[config.mk]
export PLATFORM = sky130hd
export DESIGN_NAME = clock_time_keeper
export DESIGN_NICKNAME = d
export VERILOG_FILES = /design/src/rtl/clock_time_keeper.sv
export SDC_FILE = /design/constraint.sdc
export NUM_CORES = 1
export LEC_CHECK = 0
export BUFFER_PORTS_ARGS = -buffer_cell sky130_fd_sc_hd__buf_2
export CAP_MARGIN = 20
export CORE_MARGIN = 2
export CORE_UTILIZATION = 56
export DETAILED_ROUTE_END_ITERATION = 8
export PLACE_DENSITY = 0.79
export REMOVE_ABC_BUFFERS = 1
export SLEW_MARGIN = 40
export SYNTH_ARGS = -nofsm -noshare
export SYNTH_HDL_FRONTEND = slang
export SYNTH_SLANG_ARGS = --single-unit
[constraint.sdc]
create_clock -name clk -period 3.55 [get_ports clk]
set_clock_uncertainty 0.2 [all_clocks]
set_input_delay 0.355 -clock clk [delete_from_list [all_inputs] [get_ports clk]]
set_output_delay 0.355 -clock clk [all_outputs]
set_load 0.02 [all_outputs]
[src/rtl/clock_time_keeper.sv]
// MM:SS BCD time-keeping core with a button-driven set mode, a per-digit blink mask
// and a one-clock pulse when the minutes field wraps in run mode.
module clock_time_keeper #(
  parameter int SEC_WRAP = 60,
  parameter int MIN_WRAP = 60
) (
  input  logic        clk,
  input  logic        RESETn,
  input  logic        tick_1hz,
  input  logic        btn_mode,
  input  logic        btn_inc,
  output logic [15:0] bcd_out,
  output logic [3:0]  blink_mask,
  output logic [1:0]  mode,
  output logic        hour_pulse
);

  typedef enum logic [1:0] {
    RUN     = 2'd0,
    SET_MIN = 2'd1,
    SET_SEC = 2'd2
  } mode_t;

  typedef struct packed {
    logic [3:0] tens;
    logic [3:0] ones;
  } bcd2_t;

  localparam logic [7:0] SEC_TOP = 8'(SEC_WRAP - 1);
  localparam logic [7:0] MIN_TOP = 8'(MIN_WRAP - 1);

  mode_t      state, state_n;
  bcd2_t      min_q, min_n, sec_q, sec_n;
  logic       phase_q, phase_n;
  logic       btn_mode_q, btn_inc_q;
  logic       rise_mode, rise_inc;
  logic       hour_n;
  logic [3:0] mask_n;

  // Wrap is decided on the decimal value, so odd moduli such as 24 or 99 work.
  function automatic logic at_top(input bcd2_t v, input logic [7:0] top);
    return (8'(v.tens) * 8'd10 + 8'(v.ones)) == top;
  endfunction

  function automatic bcd2_t bcd_inc(input bcd2_t v, input logic [7:0] top);
    bcd2_t r;
    if (at_top(v, top)) begin
      r = '0;
    end else if (v.ones == 4'd9) begin
      r.tens = v.tens + 4'd1;
      r.ones = 4'd0;
    end else begin
      r.tens = v.tens;
      r.ones = v.ones + 4'd1;
    end
    return r;
  endfunction

  assign rise_mode = btn_mode & ~btn_mode_q;
  assign rise_inc  = btn_inc  & ~btn_inc_q;

  always_comb begin
    // NOTE: every signal gets a default before the case so no path can infer a latch.
    state_n = state;
    min_n   = min_q;
    sec_n   = sec_q;
    phase_n = phase_q;
    hour_n  = 1'b0;
    mask_n  = 4'b0000;

    unique case (state)
      RUN: begin
        if (tick_1hz) begin
          sec_n = bcd_inc(sec_q, SEC_TOP);
          if (at_top(sec_q, SEC_TOP)) begin
            min_n  = bcd_inc(min_q, MIN_TOP);
            hour_n = at_top(min_q, MIN_TOP);
          end
        end
        if (rise_mode) state_n = SET_MIN;
      end
      SET_MIN: begin
        if (rise_mode)     state_n = SET_SEC;
        else if (rise_inc) min_n   = bcd_inc(min_q, MIN_TOP);
        if (tick_1hz)      phase_n = ~phase_q;
      end
      SET_SEC: begin
        if (rise_mode)     state_n = RUN;
        else if (rise_inc) sec_n   = bcd_inc(sec_q, SEC_TOP);
        if (tick_1hz)      phase_n = ~phase_q;
      end
      default: state_n = RUN;
    endcase

    // A mode change always restarts the blink with the digits visible.
    if (rise_mode) phase_n = 1'b0;

    case (state_n)
      SET_MIN: mask_n = {phase_n, phase_n, 2'b00};
      SET_SEC: mask_n = {2'b00, phase_n, phase_n};
      default: mask_n = 4'b0000;
    endcase
  end

  always_ff @(posedge clk) begin
    // NOTE: sequential state uses non-blocking assignments so every register samples pre-edge values.
    if (!RESETn) begin
      state      <= RUN;
      min_q      <= '0;
      sec_q      <= '0;
      phase_q    <= 1'b0;
      btn_mode_q <= 1'b0;
      btn_inc_q  <= 1'b0;
      hour_pulse <= 1'b0;
      blink_mask <= 4'b0000;
    end else begin
      state      <= state_n;
      min_q      <= min_n;
      sec_q      <= sec_n;
      phase_q    <= phase_n;
      btn_mode_q <= btn_mode;
      btn_inc_q  <= btn_inc;
      hour_pulse <= hour_n;
      blink_mask <= mask_n;
    end
  end

  assign bcd_out = {min_q, sec_q};
  assign mode    = state;

endmodule

==> flow_summary.ini <==
[status]
status = finished, final reports clean

[placed_design]
dp_worst_setup_slack_ps = 546
dp_hpwl_mm = 2.70
gp_congestion = 0.768
numPortBuffers = 27

[worst_setup_path]
start_kind = flip-flop
setup.worst_path.end_class = flip-flop
slowest_delay_ps = 470
cp_slowest_cell = fa_1
crit_buf_inv = 0
crit_required_ps = 3560
timing.setup.critical_path_class = reg -> reg
crit_chain = ha_1 > ha_1 > fa_1 > and4_1 > nand2_1 > a2111o_1 > o32ai_4 > nand2b_4 > o32ai_1
reg2reg_slack_ps = 500
cp_max_fo = 10
cp_common_cell = ha_1
crit_family = compound AO/OA/AOI/OAI gates
arrival_ps = 3070

[sta]
clock.fmax_mhz = 327
fin_tns_setup_ps = 0
setup_slack_ps = 495
tightest_slew_ps = 519
rsz0062_at_grt = no
final_hold_viol_count = 0
fin_crit_sh = 0.861
period_minus_slack_ps = 3050
setup_violations = 0
slew_violations = 0
max-slew-margin-rel = 0.654

[routing]
drc_errors = 0
drt_iter0_drc = 74
drtPass1Iterations = 4
ant_nets = 0
totalWireLength_mm = 3.52
dr_total_vias = 1506
wl_per_cell_um = 12.8
via_per_inst = 5.50

[clock_tree]
insertion_delay_ps = 310
cts_resized = 0
clock-sinks = 24
numCtsBuffers = 3
clk_path_buf_depth = 2
path_clk_slew_ps = 140
cts_tree = done
cts_root_buf = clkbuf_4
cts-htree-levels = 1
cts_hold_buf = 0
cts_setup_buffers = 0

[final_layout]
num-nets-final = 266
n_antenna_cell = 0
drive_gt1_frac = 0.187
syn2layout_area_growth_pct = 12.8

[yosys]
synth_area_per_cell_um2 = 8.60
yosys-top-cells-count = ha_1 (26), dfxtp_1 (24), nand2_1 (21)
synth_compound_area_frac = 0.151
yosysMostFrequentCell = ha_1
syn-cell-area_um2 = 1750
yosys_most_used_dff = dfxtp_1
synth_top_area_frac = 0.274
synth_cells = 204
synth_edf_count = 0
synth_fa_ha_area_frac = 0.231
yosysTopAreaCell = dfxtp_1
synth_area_leaders = dfxtp_1 (27%), ha_1 (19%), fa_1 (4.6%)
yosysSeqAreaShare = 0.274
synth_cell_type_count = 41
ys_ff_latch = 24
yosysWarnings = 0
yosys.area_share.simple = 0.273
async_flop_share = 0
synthMuxAreaShare = 0
synth_xor_area_frac = 0.0150
synth_top_family_by_area = simple AND/OR/NAND/NOR gates

[floorplan]
start_util = 0.579
core_um2 = 3030
ios = 28
dieArea_um2 = 3600
die_h_um = 60.0
die_w_um = 60.0
num_rows = 20

[grt]
antenna_found_initial = 0
grt_max_degree = 21
grt_pass1_wl_mm = 6.12
grt_pass1_vias = 1434
grt_overflow = 0
track_usage = 0.219

[power]
p_leak_nw = 0.902
powerDensity_nw_per_um2 = 303
ir_drop_v = 0.000146

[run]
max-cap-violations = 0

[hold_path]
hold_path_class = in -> reg
[where the power goes]
| part | switching (mW) | internal, mW | leakage [nW] |
|---|---|---|---|
| combinational | 0.0679 | 0.0400 | 0.680 |
| clock | 0.0817 | 0.114 | 0.0279 |
| sequential | 0.0157 | 0.280 | 0.195 |
| total | 0.165 | 0.434 | 0.902 |
[placed cells by master, fill, tap and decap left out, types with 3 or more instances in the layout]
master	instances
inv_1	17
dfxtp_1	24
xnor2_1	3
o32ai_1	5
fa_1	4
buf_2	27
nor3_1	4
o21ai_0	4
nand2b_1	5
nand3_1	11
nor2b_1	4
and3_1	4
or2_2	3
o22ai_1	3
ha_1	26
a21oi_1	12
nand4_1	3
clkbuf_4	3
nand2_1	21
nor2_1	15
[final timing paths]
check              from           to  depth (start not counted)
max          bcd_out[5]  bcd_out[13]                          9
min reg2reg  bcd_out[7]   bcd_out[7]                          2
max reg2reg  bcd_out[5]  bcd_out[13]                          9
min             btn_inc    btn_inc_q                          2
[registers in the layout, summed over array words and instances (netlist names)]
name / count
bcd_out: 16
blink_mask: 2
mode: 2
btn_inc_q: 1
btn_mode_q: 1
hour_pulse: 1
phase_q: 1
[final cells by class]
cell class / instances / area [um^2]
Clock buffer: 3 / 22.5
Clock inverter: 1 / 30.0
Fill cell: 268 / 1050
Inverter: 17 / 63.8
Multi-Input combinational cell: 156 / 1180
Sequential cell: 24 / 480
Tap cell: 44 / 55.1
Timing Repair Buffer: 29 / 150
[per-stage QoR]
step	power (mW)	cells	hold WS, ps	area, um^2	utilization
final	0.600	274	49.6	1980	0.653
after global routing	0.635	274	29.5	1980	0.653
after CTS	0.605	274	44.3	1980	0.653
after detailed placement	0.410	270	323	1930	0.636
after global placement	0.407	270	308	1930	0.636
after floorplan	0.376	197	277	1720	-
[kinds of logic (layout without fill, tap and decap cells)]
kind of cell | after synthesis | count (layout)
and+or+nand+nor | 88 | 88
AOI/OAI and AO/OA | 35 | 35
adders and majority gates | 30 | 30
DFF | 24 | 24
buffers and inverters | 24 | 50
xor gates and xnor gates | 3 | 3
[layer usage]
| layer | vias up | track usage | wire, um |
|---|---|---|---|
| li1 | 768 | - | - |
| met1 | 710 | 0.297 | 1750 |
| met2 | 26 | 0.376 | 1650 |
| met3 | 2 | 0.0195 | 103 |
| met4 | 0 | 0.0476 | 19 |
| met5 | - | 0 | 0 |
[worst register-to-register path, cell delays in order (launching register included)]
cell	delay [ps]
dfxtp_1	450
ha_1	270
ha_1	220
fa_1	470
and4_1	210
nand2_1	50
a2111o_1	380
o32ai_4	290
nand2b_4	120
o32ai_1	300
Power figures use the tool's default switching activity.
